**src/rtl/rr_arbiter_n_if.sv**
```systemverilog
// Request/grant bundle between a set of requesters and rr_arbiter_n.
// The requester side uses the master modport, the arbiter the slave modport.
interface rr_arbiter_n_if #(
    parameter int N = 4
) ();
    localparam int IDW = (N > 1) ? $clog2(N) : 1;

    logic [N-1:0]   req;
    logic           ack;
    logic [N-1:0]   grant;
    logic           grant_valid;
    logic [IDW-1:0] grant_id;
    logic           timeout;

    modport master (
        output req,
        output ack,
        input  grant,
        input  grant_valid,
        input  grant_id,
        input  timeout
    );

    modport slave (
        input  req,
        input  ack,
        output grant,
        output grant_valid,
        output grant_id,
        output timeout
    );
endinterface

```
**src/rtl/rr_arbiter_n.sv**
```systemverilog
// N-way arbiter, round-robin or fixed priority, with a hold timeout.
// Grants are registered and change only on a release or an IDLE-to-GRANT step.
module rr_arbiter_n #(
    parameter int N       = 4,
    parameter int MODE    = 0,
    parameter int TIMEOUT = 16
) (
    input  logic          clk,
    input  logic          rst,
    rr_arbiter_n_if.slave bus
);
    localparam int IDW = (N > 1) ? $clog2(N) : 1;
    localparam logic [15:0] TO_LAST = (TIMEOUT > 0) ? 16'(TIMEOUT - 1) : 16'd0;

    typedef enum logic {IDLE, GRANT} state_t;

    state_t         state_q, state_d;
    logic [N-1:0]   grant_q, grant_d;
    logic           grant_valid_q, grant_valid_d;
    logic [IDW-1:0] grant_id_q, grant_id_d;
    logic           timeout_q, timeout_d;
    logic [IDW-1:0] ptr_q, ptr_d;
    logic [15:0]    cnt_q, cnt_d;

    logic           owner_req;
    logic           rel_ack, rel_wd, rel_to, rel_any;
    logic [IDW-1:0] ptr_next, arb_ptr;
    logic [IDW-1:0] win_id;
    logic           win_found;

    function automatic logic [IDW-1:0] wrap_add(input logic [IDW-1:0] base, input int off);
        int sum;
        sum = int'(base) + off;
        if (sum >= N) sum = sum - N;
        return IDW'(sum);
    endfunction

    // Release causes, ack first: ack masks both withdrawal and timeout.
    assign owner_req = bus.req[grant_id_q];
    assign rel_ack   = (state_q == GRANT) && bus.ack;
    assign rel_wd    = (state_q == GRANT) && !bus.ack && !owner_req;
    assign rel_to    = (TIMEOUT > 0) && (state_q == GRANT) && !bus.ack && owner_req
                       && (cnt_q == TO_LAST);
    assign rel_any   = rel_ack | rel_wd | rel_to;
    assign ptr_next  = wrap_add(grant_id_q, 1);
    assign arb_ptr   = rel_any ? ptr_next : ptr_q;

    // The advanced pointer already scans the released requester last, so it
    // only wins the same-edge decision again when it is the sole requester.
    always_comb begin
        win_found = 1'b0;
        win_id    = '0;
        for (int i = N - 1; i >= 0; i--) begin
            if (MODE == 1) begin
                if (bus.req[i]) begin
                    win_found = 1'b1;
                    win_id    = IDW'(i);
                end
            end else if (bus.req[wrap_add(arb_ptr, i)]) begin
                win_found = 1'b1;
                win_id    = wrap_add(arb_ptr, i);
            end
        end
    end

    always_comb begin
        state_d       = state_q;
        grant_d       = grant_q;
        grant_valid_d = grant_valid_q;
        grant_id_d    = grant_id_q;
        ptr_d         = ptr_q;
        cnt_d         = cnt_q;
        timeout_d     = 1'b0;

        if ((state_q == IDLE) || rel_any) begin
            if (rel_any) begin
                ptr_d     = ptr_next;
                timeout_d = rel_to;
            end
            cnt_d = 16'd0;
            if (win_found) begin
                state_d       = GRANT;
                grant_d       = N'(1) << win_id;
                grant_valid_d = 1'b1;
                grant_id_d    = win_id;
            end else begin
                state_d       = IDLE;
                grant_d       = '0;
                grant_valid_d = 1'b0;
                grant_id_d    = '0;
            end
        end else begin
            cnt_d = cnt_q + 16'd1;
        end
    end

    always_ff @(posedge clk or negedge rst) begin
        if (!rst) begin
            state_q       <= IDLE;
            grant_q       <= '0;
            grant_valid_q <= 1'b0;
            grant_id_q    <= '0;
            timeout_q     <= 1'b0;
            ptr_q         <= '0;
            cnt_q         <= 16'd0;
        end else begin
            state_q       <= state_d;
            grant_q       <= grant_d;
            grant_valid_q <= grant_valid_d;
            grant_id_q    <= grant_id_d;
            timeout_q     <= timeout_d;
            ptr_q         <= ptr_d;
            cnt_q         <= cnt_d;
        end
    end

    assign bus.grant       = grant_q;
    assign bus.grant_valid = grant_valid_q;
    assign bus.grant_id    = grant_id_q;
    assign bus.timeout     = timeout_q;
endmodule

```
**src/flat_wrapper.sv**
```systemverilog
// flat-port wrapper written by rule: the top's interface ports become plain ports
module rr_arbiter_n_flat 
#(
    parameter int N       = 4,
    parameter int MODE    = 0,
    parameter int TIMEOUT = 16
)
  (clk, rst, bus_req, bus_ack, bus_grant, bus_grant_valid, bus_grant_id, bus_timeout);
  rr_arbiter_n_if #(.N(N)) bus_i ();
  input  logic clk;
  input  logic rst;
  input wire logic [$bits(bus_i.req)-1:0] bus_req;
  input wire logic [$bits(bus_i.ack)-1:0] bus_ack;
  output wire logic [$bits(bus_i.grant)-1:0] bus_grant;
  output wire logic [$bits(bus_i.grant_valid)-1:0] bus_grant_valid;
  output wire logic [$bits(bus_i.grant_id)-1:0] bus_grant_id;
  output wire logic [$bits(bus_i.timeout)-1:0] bus_timeout;
  assign bus_i.req = bus_req;
  assign bus_i.ack = bus_ack;
  assign bus_grant = bus_i.grant;
  assign bus_grant_valid = bus_i.grant_valid;
  assign bus_grant_id = bus_i.grant_id;
  assign bus_timeout = bus_i.timeout;
  rr_arbiter_n #(.N(N), .MODE(MODE), .TIMEOUT(TIMEOUT)) u_core (.clk(clk), .rst(rst), .bus(bus_i));
endmodule
```
**config.mk**
```make
export PLATFORM = sky130hd
export DESIGN_NAME = rr_arbiter_n_flat
export DESIGN_NICKNAME = d
export VERILOG_FILES = /design/src/rtl/rr_arbiter_n_if.sv /design/src/rtl/rr_arbiter_n.sv /design/src/flat_wrapper.sv
export SDC_FILE = /design/constraint.sdc
export NUM_CORES = 1
export LEC_CHECK = 0
export CAP_MARGIN = 10
export CORE_ASPECT_RATIO = 1.75
export CORE_MARGIN = 2
export CORE_UTILIZATION = 54
export CTS_CLUSTER_SIZE = 24
export DETAILED_ROUTE_END_ITERATION = 10
export PLACE_DENSITY = 0.75
export SYNTH_ARGS = -nofsm -noshare
export SYNTH_HDL_FRONTEND = slang
export SYNTH_SLANG_ARGS = --single-unit
```
**constraint.sdc**
```tcl
create_clock -name clk -period 3.4 [get_ports clk]
set_input_delay 0.68 -clock clk [delete_from_list [all_inputs] [get_ports clk]]
set_output_delay 0.68 -clock clk [all_outputs]
set_load 0.05 [all_outputs]
```
Word-level counts from Yosys, hierarchy flattened

Cells that the tools add are included.

Bits of input ports: 7
Register bits: 26
Output and inout bits: 8

Magnitude comparators: 10
Mux-type cells: 30
Eq/ne operators: 1
Bitwise gates (word level): 3
Shifts and indexed selects: 1
Add/sub/neg operators: 10
Reduce and logical (&&, ||, !) cells: 8

Operators with widths:

| kind                                                                          | number |
|---|---|
| 2-bit 2-to-1 mux                                                              | 11 |
| 16-bit by 1-bit adder with 16-bit output (second input constant)              | 1 |
| 16-bit by 4-bit equality test with 1-bit output (second input constant)       | 1 |
| 16-bit 2-to-1 mux                                                             | 1 |
| 2-bit by 3-bit less-than comparator with 1-bit output (second input constant) | 5 |
| 3-bit >= comparator (second input constant)                                   | 4 |
| 1-bit 2-to-1 mux                                                              | 12 |
| 1-bit binary-select mux with 2-bit select                                     | 5 |
| 2-bit by 1-bit subtractor with 2-bit output (second input constant)           | 5 |
| 2-bit by 1-bit adder with 3-bit output (second input constant)                | 2 |
| 2-bit by 2-bit adder with 3-bit output (second input constant)                | 2 |
| 1-bit logical AND                                                             | 5 |
| 4-bit 2-to-1 mux                                                              | 1 |
| 1-bit by 2-bit << shifter with 4-bit output (first input constant)            | 1 |
| 2-bit by 3-bit >= comparator with 1-bit output (second input constant)        | 1 |
| 1-bit logical NOT                                                             | 2 |
| 1-bit OR                                                                      | 2 |
| 1-bit logical OR                                                              | 1 |
| 1-bit NOT                                                                     | 1 |

Depth between registers and ports, before layout

Gate-level depths: netlist of run 1.

Depth in word-level cells: 18
Depth in mapped cells: 8

Worst setup path after synthesis of run 1

Ideal clock, no wire load.

Kind: register to register
Start point: register u_core.grant_id_q[0] (netlist: u_core.bus.grant_id[0])
End point: register u_core.grant_q[0] (netlist: u_core.bus.grant[0])
Data arrival time: 2.646 ns
Buffers on the path: 0
Data required time: 3.279 ns
Cell stages (with the launch flop): 8
Slack: 0.633 ns
Cell sequence: dfrtp_1 > mux4_2 > and2_4 > a31oi_4 > mux2i_2 > mux2i_1 > a211o_1 > a22o_1

Word-level cells in the longest chain between the ends: 18

RTL lines:

| item                                                                                            | RTL line            | text |
|---|---|---|
| start, declared                                                                                 | rr_arbiter_n.sv:20  | `logic [IDW-1:0] grant_id_q, grant_id_d;` |
| start signal, assigned                                                                          | rr_arbiter_n.sv:110 | `grant_id_q <= grant_id_d;` |
| parallel branches: the longest is 18 deep, another holds 2-bit by 1-bit adder with 3-bit output | -                   |  |
| end signal, assigned                                                                            | rr_arbiter_n.sv:108 | `grant_q <= grant_d;` |
| end, declared                                                                                   | rr_arbiter_n.sv:18  | `logic [N-1:0] grant_q, grant_d;` |

Parallel ways; which one is timed is not known. The select of a mux whose other input is x is not followed.
A chain may end at the register's enable or synchronous reset.

Worst setup path after layout of run 1

Start point: input bus_req[3]
End point: register u_core.grant_q[0] (netlist: u_core.bus.grant[0])

Word-level cells in the longest chain between the ends: 18

RTL lines:

| item                                                                                      | RTL line           | text |
|---|---|---|
| start, declared                                                                           | flat_wrapper.sv:12 | `input wire logic [$bits(bus_i.req)-1:0] bus_req;` |
| 1-bit binary-select mux with 2-bit select                                                 | rr_arbiter_n.sv:39 | `assign owner_req = bus.req[grant_id_q];` |
| 1-bit 2-to-1 mux (implied by the code)                                                    | rr_arbiter_n.sv:39 |  |
| 1-bit logical NOT                                                                         | rr_arbiter_n.sv:41 | `assign rel_wd = (state_q == GRANT) && !bus.ack && !owner_req;` |
| 1-bit logical AND                                                                         | rr_arbiter_n.sv:41 |  |
| 1-bit OR (2 in a row)                                                                     | rr_arbiter_n.sv:44 | `assign rel_any = rel_ack \| rel_wd \| rel_to;` |
| 2-bit 2-to-1 mux                                                                          | -                  |  |
| 2-bit by 2-bit adder with 3-bit output                                                    | rr_arbiter_n.sv:33 | `sum = int'(base) + off;` |
| 3-bit >= comparator / 2-bit by 1-bit subtractor with 2-bit output (equally long branches) | rr_arbiter_n.sv:34 | `if (sum >= N) sum = sum - N;` |
| 2-bit 2-to-1 mux                                                                          | rr_arbiter_n.sv:34 |  |
| 1-bit binary-select mux with 2-bit select                                                 | rr_arbiter_n.sv:59 | `end else if (bus.req[wrap_add(arb_ptr, i)]) begin` |
| 1-bit 2-to-1 mux (implied by the code)                                                    | rr_arbiter_n.sv:59 |  |
| 2-bit 2-to-1 mux (4 in a row)                                                             | rr_arbiter_n.sv:59 |  |
| 1-bit by 2-bit << shifter with 4-bit output                                               | rr_arbiter_n.sv:83 | `grant_d = N'(1) << win_id;` |
| 4-bit 2-to-1 mux                                                                          | rr_arbiter_n.sv:81 | `if (win_found) begin` |

Several ways; a longest one is shown, not always the timed one. The select of a mux whose other input is x is not followed.

==> results of run 1 <==
sequential cells by signal (all words and copies together) (netlist names):
signal / count
u_core.bus.grant: 4
u_core.bus.grant_id: 2
u_core.bus.grant_valid: 1
u_core.bus.timeout: 1
u_core.cnt_q: 16
u_core.ptr_q: 2
through the flow:
step	std cells	setup WS [ps]	hold WS [ps]	power (mW)	cell area, µm²
after CTS	171	362	472	1.10	1550
after detailed placement	167	83.2	460	0.849	1480
final	171	354	471	1.09	1550
after global placement	167	150	444	0.840	1480
after global routing	171	247	493	1.16	1550
after floorplan	127	633	384	0.716	1290
kinds of logic after synthesis:
| family | share of synthesized area (%) |
|---|---|
| muxes | 5.13 |
| DFF | 50.3 |
| adders and majority gates | 0.967 |
| and+or+nand+nor | 22.8 |
| AOI/OAI and AO/OA | 8.61 |
| xor gates and xnor gates | 10.2 |
| buffers and inverters | 2.03 |
layer usage:
| layer | part of all wire, % | up-vias | wire, µm |
|---|---|---|---|
| li1 | - | 470 | - |
| met1 | 38 | 499 | 990 |
| met2 | 59 | 15 | 1520 |
| met3 | 2.5 | 2 | 64 |
| met4 | 0.92 | 0 | 24 |
| met5 | 0 | - | 0 |
placed cells by master (no fill, tap or decap), types with 4 or more instances in the layout:
master / n
nand2_1: 11
and3_1: 4
dfrtp_1: 26
nand3_1: 7
xor2_1: 7
inv_1: 5
xnor2_1: 8
nor2_1: 22
clkdlybuf4s50_1: 14
area by class of cell:
type                            instances  area [µm²]  area share [%]
Sequential cell                        26         651            41.9
Multi-Input combinational cell         94         617            39.8
Timing Repair Buffer                   17         163            10.5
Clock buffer                            3        41.3            2.66
Tap cell                               25        31.3            2.02
Clock inverter                          1        30.0            1.94
Inverter                                5        18.8            1.21
worst reg2reg max path, stage by stage (launching register included):
cell and delay, ps:
dfrtp_1 460, mux4_2 560, and2_4 200, a31oi_4 260
mux2i_2 380, o22ai_1 170, a211o_1 330, a22o_1 180
where the power goes:
group | switching [mW] | internal, mW | total [mW]
logic | 0.270 | 0.170 | 0.441
registers | 0.0433 | 0.358 | 0.401
clock network | 0.0950 | 0.157 | 0.252
worst min-delay path by stage:
stage,start,end,slack (ps),depth (start not counted)
6_report,u_core.cnt_q[0],u_core.cnt_q[0],470,1
3_3_place_gp,u_core.cnt_q[0],u_core.cnt_q[0],440,1
4_1_cts,u_core.cnt_q[0],u_core.cnt_q[0],470,1
5_1_grt,u_core.cnt_q[0],u_core.cnt_q[0],490,1
2_1_floorplan,rst,u_core.bus.grant[0],380,0
3_5_place_dp,u_core.cnt_q[0],u_core.cnt_q[0],460,1
==> results.sh, run 1 <==
export IMPL_h_tree_depth=1
export IMPL_synth_top_cell_by_area="dfrtp_1"
export IMPL_setup_tns_ps=0
export IMPL_synthCells=127
export IMPL_rsz0062_at_grt="no"
export IMPL_seq_area_frac_synth_pct=50.3
export IMPL_cts_made_buffers=3
export IMPL_critPathTopFamily="compound AO/OA/AOI/OAI gates"
export IMPL_antenna_found_initial=0
export IMPL_ys_ff_latch=26
export IMPL_worstSkewPairLatency_ps=270
export IMPL_overflow=0
export IMPL_firstDrtPassIters=4
export IMPL_route_detailed_drc=0
export IMPL_grt_pass1_vias=1027
export IMPL_std_cell_rows=23
export IMPL_r2r_end="u_core.bus.grant[0]"
export IMPL_rr_startpoint="u_core.bus.grant_id[0]"
export IMPL_syn_area_per_cell_um2=10.2
export IMPL_routed_wl_mm=2.60
export IMPL_slew_violations=0
export IMPL_skew_ps=4.75
export IMPL_rr_worst_depth=7
export IMPL_relSlewSlack_pct=66.2
export IMPL_grt_util_met3_pct=1.92
export IMPL_clk_path_buf_depth=2
export IMPL_layout_drive_gt1_share_pct=11.6
export IMPL_top_usage_layer="met2"
export IMPL_required_ps=3570
export IMPL_core_area_mm2=0.00227
export IMPL_start_util_pct=56.9
export IMPL_synth_edf_count=0
export IMPL_hpwlAfterDp_mm=1.88
export IMPL_fmax_mhz=328
export IMPL_synth_warnings=0
export IMPL_utilization_pct=68.2
export IMPL_synthTopCellsByArea="dfrtp_1, nor2_1, xnor2_1"
export IMPL_irDropWorstVdd_mv=0.450
export IMPL_clkSinkCount=26
export IMPL_area_delta_synth_final_pct=19.9
export IMPL_synth_cell_type_count=35
export IMPL_endpoint_kind="flip-flop"
export IMPL_grtUsageTotal_pct=23.3
export IMPL_n_antenna_cell=0
export IMPL_port_buffers=14
export IMPL_cp_arrival_ps=3210
export IMPL_grt_max_degree=27
export IMPL_timing_worst_setup_path_type="in -> reg"
export IMPL_cts_hold_buf=0
export IMPL_drv_cap=0
export IMPL_post_drt_wl_per_cell_um=15.2
export IMPL_critical_path_startpoint_type="input pin"
export IMPL_cp_cell_sequence="clkdlybuf4s50_1 > mux4_2 > and2_4 > a31oi_4 > mux2i_2 > o22ai_1 > a211o_1 > a22o_1"
export IMPL_critPathBufInv=1
export IMPL_startpoint="bus_req[3]"
export IMPL_ant_nets=0
export IMPL_path_depth=8
export IMPL_cts_repair_resized=0
export IMPL_final_hold_violation_count=0
export IMPL_dieHeight_um=68.8
export IMPL_cts_setup_buffers=0
export IMPL_synth_area_mm2=0.00129
export IMPL_place_gp_congestion=0.832
export IMPL_num_vias=986
export IMPL_crit_end="u_core.bus.grant[0]"
export IMPL_worst_path_max_fanout=5
export IMPL_path_clk_slew_ps=90
export IMPL_drt_iter0_drc=17
export IMPL_ys_async_sr_fraction_pct=100
export IMPL_via_per_inst=5.77
export IMPL_synthesis_nets=135
export IMPL_tightest_slew_ps=505
export IMPL_dieWidth_um=41
export IMPL_die_area_mm2=0.00282
export IMPL_leakage_nw=0.682
export IMPL_synth_common_cells="dfrtp_1, nor2_1, nand2_1, xnor2_1"
export IMPL_use_met1_pct=26.7
export IMPL_gr_usage_met2_pct=41.4
export IMPL_synth_top_cell_area_share_pct=50.3
export IMPL_yosysMostFrequentCell="dfrtp_1"
export IMPL_max_stage_delay_ps=530
export IMPL_critPathSlowestCell="mux4_2"
export IMPL_synth_ff_type="dfrtp_1"
export IMPL_powerDensity_mw_per_mm2=705
export IMPL_fin_nets=155
export IMPL_grt_pass1_wl_mm=4.44
export IMPL_status="finished, final reports clean"
export IMPL_fillers=182
export IMPL_finalCriticalPeriod_ps=3050
export IMPL_fin_crit_sh_pct=89.6
export IMPL_finalSetupViolCount=0
export IMPL_cts_root_buf="clkbuf_8"
export IMPL_ios=15
export IMPL_cts_tree="yes"
export IMPL_r2r_slack_ps=760
export IMPL_hp_class="reg -> reg"
(Power assumes the default switching activity.)
==> run 2: changes to the inputs <==
ABC_AREA = 1   (was not set)
ABC_CLOCK_PERIOD_IN_PS = 3400   (was not set)
CORE_UTILIZATION = 59   (was 54)
CTS_BUF_LIST = sky130_fd_sc_hd__clkbuf_8   (was not set)
PLACE_DENSITY = 0.8   (was 0.75)
==> results.sh, run 2 <==
export IMPL_cts_repair_resized=0
export IMPL_relSlewSlack_pct=66.5
export IMPL_synth_common_cells="nand2_1, dfrtp_1, inv_1, nor2_1, nand2_2"
export IMPL_area_delta_synth_final_pct=13.7
export IMPL_antenna_found_initial=0
export IMPL_p_total_mw=1.91
export IMPL_fmax_mhz=367
export IMPL_place_gp_congestion=0.929
export IMPL_leakage_nw=0.914
export IMPL_holdPathStages=1
export IMPL_ys_async_sr_fraction_pct=100
export IMPL_route_detailed_drc=0
export IMPL_ant_nets=0
export IMPL_drt_iter0_drc=24
export IMPL_place_inst=267
export IMPL_synth_top_cell_by_area="dfrtp_1"
export IMPL_cp_cell_sequence="clkdlybuf4s50_1 > inv_1 > nand2_1 > nand3_2 > nand2_2 > nand3_4 > nand2_4 > nand2_1 > nand2_1 > nand2_1 > nand2_1 > nand2_2 > nand2_4 > nand3_1 > nand2_2 > nand2_2 > nor2_2 > nand2_1 > nand2_1"
export IMPL_whs_ps=467
export IMPL_rr_worst_depth=19
export IMPL_synth_ff_type="dfrtp_1"
export IMPL_core_area_mm2=0.00266
export IMPL_critPathSlowestCell="clkdlybuf4s50_1"
export IMPL_synthCells=227
export IMPL_setup_tns_ps=0
export IMPL_timing_worst_setup_path_type="in -> reg"
export IMPL_hpwlAfterDp_mm=2.57
export IMPL_crit_top_cell="nand2_1"
export IMPL_cts_setup_buffers=0
export IMPL_rsz0062_at_grt="no"
export IMPL_fillers=250
export IMPL_final_hold_violation_count=0
export IMPL_cts_made_buffers=3
export IMPL_synth_top_cell_area_share_pct=40.3
export IMPL_place_area_mm2=0.00178
export IMPL_cts_root_buf="clkbuf_8"
export IMPL_synthTopCellsByArea="dfrtp_1, nand2_1, nand2_2"
export IMPL_synth_area_mm2=0.00161
export IMPL_top_register="u_core.cnt_q"
export IMPL_port_buffers=14
export IMPL_routed_wl_mm=3.27
export IMPL_critical_path_startpoint_type="input pin"
export IMPL_firstDrtPassIters=4
export IMPL_synth_edf_count=0
export IMPL_finalNonFillerCells=271
export IMPL_required_ps=3600
export IMPL_tightest_slew_ps=501
export IMPL_r2r_slack_ps=960
export IMPL_rr_startpoint="u_core.cnt_q[0]"
export IMPL_worst_path_max_fanout=6
export IMPL_ios=15
export IMPL_worstSkewPairLatency_ps=260
export IMPL_grt_max_degree=27
export IMPL_endpoint_kind="flip-flop"
export IMPL_dieHeight_um=73.2
export IMPL_via_per_inst=5.32
export IMPL_finalCriticalPeriod_ps=2720
export IMPL_h_tree_depth=1
export IMPL_use_met1_pct=26.2
export IMPL_fin_crit_sh_pct=80.1
export IMPL_most_common_layout_cells="nand2_1, dfrtp_1, nor2_1, inv_1, nand2_2"
export IMPL_cts_hold_buf=0
export IMPL_grt_pass1_vias=1424
export IMPL_largest_reg_flops=16
export IMPL_cp_arrival_ps=2930
export IMPL_pre_cts_ws_ps=405
export IMPL_die_area_mm2=0.00318
export IMPL_ys_ff_latch=26
export IMPL_hp_class="reg -> reg"
export IMPL_setup_ws_ps=675
export IMPL_grtUsageTotal_pct=23.9
export IMPL_yosysMostFrequentCell="nand2_1"
export IMPL_n_antenna_cell=0
export IMPL_skew_ps=1.27
export IMPL_hp_start="u_core.cnt_q[0]"
export IMPL_post_drt_wl_per_cell_um=12.1
export IMPL_r2r_end="u_core.bus.grant[3]"
export IMPL_synth_warnings=0
export IMPL_utilization_pct=68.9
export IMPL_synthesis_nets=235
export IMPL_std_cell_rows=25
export IMPL_top_usage_layer="met2"
export IMPL_clk_path_buf_depth=2
export IMPL_synth_cell_type_count=27
export IMPL_start_util_pct=60.7
export IMPL_max_stage_delay_ps=570
export IMPL_dieWidth_um=43.5
export IMPL_seq_area_frac_synth_pct=40.3
export IMPL_overflow=0
export IMPL_critPathBufInv=2
export IMPL_critPathTopFamily="simple AND/OR/NAND/NOR gates"
export IMPL_path_clk_slew_ps=80
export IMPL_status="finished, final reports clean"
export IMPL_clkSinkCount=26
export IMPL_cts_tree="yes"
export IMPL_drv_cap=0
export IMPL_irDropWorstVdd_mv=0.579
export IMPL_grt_pass1_wl_mm=5.75
export IMPL_slew_violations=0
export IMPL_finalSetupViolCount=0
export IMPL_powerDensity_mw_per_mm2=1040
export IMPL_grt_util_met3_pct=2.23
export IMPL_layout_commonest_cell="nand2_1"
export IMPL_layout_drive_gt1_share_pct=13.5
export IMPL_final_area_mm2=0.00183
export IMPL_syn_area_per_cell_um2=7.10
export IMPL_num_vias=1441
export IMPL_fin_nets=253
export IMPL_gr_usage_met2_pct=45.1
export IMPL_whs_endpoint="u_core.cnt_q[0]"
==> run 2: changes by cell type after synthesis, sizes merged, moves of 7 or more <==
cell	before	now
xor2	7	0
xnor2	8	1
nor3	0	8
nand3	7	17
a21oi	1	13
inv	5	26
nand2	11	88
==> run 2: cell families after synthesis <==
logic type	count (synthesis)	share of synthesized area, %
xor+xnor	1	0.543
flops	26	40.3
fa+ha+maj	1	0.776
compound gates	25	8.46
buf+inv	29	7.52
simple gates	145	42.4
==> run 2: worst max path at each step <==
stage	startpoint	to	slack, ps	depth (start not counted)
after global routing	bus_req[3]	u_core.bus.grant[3]	450	19
after CTS	bus_req[3]	u_core.bus.grant[3]	670	19
after detailed placement	bus_req[3]	u_core.bus.grant[3]	410	19
final	bus_req[3]	u_core.bus.grant[3]	680	19
after global placement	bus_req[3]	u_core.bus.grant[3]	420	19
after floorplan	u_core.bus.grant_id[0]	u_core.bus.grant[0]	1110	19
==> run 2: layout make-up <==
cell class                 instances  area [µm²]  share of cell area [%]
multi-input combinational        172         841                    45.9
sequential                        26         651                    35.5
inverter                          26        97.6                    5.32
tap                               27        33.8                    1.84
timing repair buffer              16         155                    8.46
clock buffer                       4        55.1                    3.00
==> run 2: where the power goes <==
part,switching [mW],internal (mW),leakage (nW)
Combinational,0.878,0.410,0.540
Sequential,0.0536,0.376,0.345
Clock,0.0879,0.103,0.0288
Total,1.02,0.889,0.914
==> run 2: routing by layer <==
metal | wire [µm] | share of wire, %
met5 | 0 | 0
met4 | 58 | 1.8
met3 | 81 | 2.5
met2 | 1860 | 57
met1 | 1270 | 39
==> run 3: changes to the inputs <==
ABC_CLOCK_PERIOD_IN_PS = 2800   (was 3400)
clock period = 2.8 ns   (was 3.4 ns; I/O delays follow)
==> results.sh, run 3 (synthesis results as in run 2) <==
export IMPL_place_gp_congestion=0.910
export IMPL_endpoint_kind="flip-flop"
export IMPL_finalNonFillerCells=272
export IMPL_relSlewSlack_pct=65.1
export IMPL_critical_path_startpoint_type="input pin"
export IMPL_num_vias=1445
export IMPL_cp_arrival_ps=2770
export IMPL_clkSinkCount=26
export IMPL_ant_nets=0
export IMPL_dieWidth_um=43.5
export IMPL_layout_commonest_cell="nand2_1"
export IMPL_fin_crit_sh_pct=91.6
export IMPL_dieHeight_um=73.2
export IMPL_slew_violations=0
export IMPL_path_clk_slew_ps=90
export IMPL_fmax_mhz=390
export IMPL_tightest_slew_ps=521
export IMPL_core_area_mm2=0.00266
export IMPL_worstSkewPairLatency_ps=260
export IMPL_leakage_nw=0.919
export IMPL_std_cell_rows=25
export IMPL_grt_max_degree=27
export IMPL_largest_reg_flops=16
export IMPL_route_detailed_drc=0
export IMPL_drt_iter0_drc=35
export IMPL_whs_ps=487
export IMPL_cts_root_buf="clkbuf_8"
export IMPL_hp_class="reg -> reg"
export IMPL_fillers=239
export IMPL_grtUsageTotal_pct=23.4
export IMPL_place_inst=268
export IMPL_port_buffers=14
export IMPL_finalCriticalPeriod_ps=2570
export IMPL_overflow=0
export IMPL_worst_path_max_fanout=6
export IMPL_finalSetupViolCount=0
export IMPL_n_antenna_cell=0
export IMPL_drv_cap=0
export IMPL_final_hold_violation_count=0
export IMPL_routed_wl_mm=3.40
export IMPL_area_delta_synth_final_pct=14.1
export IMPL_clk_path_buf_depth=2
export IMPL_pre_cts_ws_ps=-56.7
export IMPL_most_common_layout_cells="nand2_1, dfrtp_1, nor2_1, inv_1, nand2_2"
export IMPL_via_per_inst=5.31
export IMPL_antenna_found_initial=0
export IMPL_grt_pass1_vias=1401
export IMPL_ios=15
export IMPL_powerDensity_mw_per_mm2=1270
export IMPL_setup_ws_ps=235
export IMPL_top_register="u_core.cnt_q"
export IMPL_setup_tns_ps=0
export IMPL_cts_made_buffers=3
export IMPL_rsz0062_at_grt="no"
export IMPL_cts_hold_buf=0
export IMPL_skew_ps=5.72
export IMPL_place_area_mm2=0.00179
export IMPL_h_tree_depth=1
export IMPL_fin_nets=254
export IMPL_grt_pass1_wl_mm=5.63
export IMPL_cts_setup_buffers=0
export IMPL_timing_worst_setup_path_type="in -> reg"
export IMPL_start_util_pct=60.7
export IMPL_post_drt_wl_per_cell_um=12.5
export IMPL_layout_drive_gt1_share_pct=13.9
export IMPL_hpwlAfterDp_mm=2.64
export IMPL_final_area_mm2=0.00184
export IMPL_cts_tree="yes"
export IMPL_die_area_mm2=0.00318
export IMPL_status="finished, final reports clean"
export IMPL_firstDrtPassIters=4
export IMPL_irDropWorstVdd_mv=0.573
export IMPL_cts_repair_resized=0
export IMPL_required_ps=3010
## run 3: cell count changes in the layout (fill, tap and decap cells not counted), sizes merged
cell / previous run / this run
buf: 2 / 3
## run 3: area by class of cell
type,instances,area [µm²],share of cell area (%)
clock buffer,4,55.1,2.99
inverter,26,97.6,5.30
multi-input combinational,172,841,45.7
sequential,26,651,35.4
tap,27,33.8,1.84
timing repair buffer,17,163,8.84
## run 3: per-layer routing
layer | track usage, % | wire length [µm]
met1 | 23.0 | 1320
met2 | 48.4 | 1950
met3 | 1.49 | 70
met5 | 0 | 0
met4 | 7.41 | 64
## run 3: power breakdown
group	internal, mW	switching (mW)
combinational	0.517	1.07
clock	0.125	0.108
sequential	0.457	0.0653
## run 3: per-stage QoR
| step | total power, mW | util [%] |
|---|---|---|
| finish | 2.34 | 69.2 |
| global route | 2.56 | 69.2 |
| CTS | 2.37 | 69.2 |
| detailed placement | 2.13 | 67.2 |
| global placement | 2.10 | 67.2 |
| floorplan | 1.78 | - |
## run 3: final timing paths
path                                       from             endpoint  slack [ps]  cells after the start
worst max-delay path                 bus_req[3]  u_core.bus.grant[2]         230                     19
worst min-delay path            u_core.cnt_q[0]      u_core.cnt_q[0]         490                      1
worst max register to register  u_core.cnt_q[0]  u_core.bus.grant[2]         410                     19
worst min register to register  u_core.cnt_q[0]      u_core.cnt_q[0]         490                      1
max in group asynchronous                   rst      u_core.ptr_q[0]        1910                      2
min in group asynchronous                   rst      u_core.cnt_q[6]         650                      2
## run 3: critical path: stages
cell and delay, ps:
clkdlybuf4s50_1 570, inv_1 100, nand2_1 80, nand3_2 90
nand2_2 100, nand3_4 100, nand2_4 100, nand2_1 50
nand2_1 160, nand2_1 70, nand2_1 140, nand2_2 90
nand2_4 90, nand3_1 80, nand2_2 80, nand2_2 70
nor2_2 100, nand2_1 70, nand2_1 60
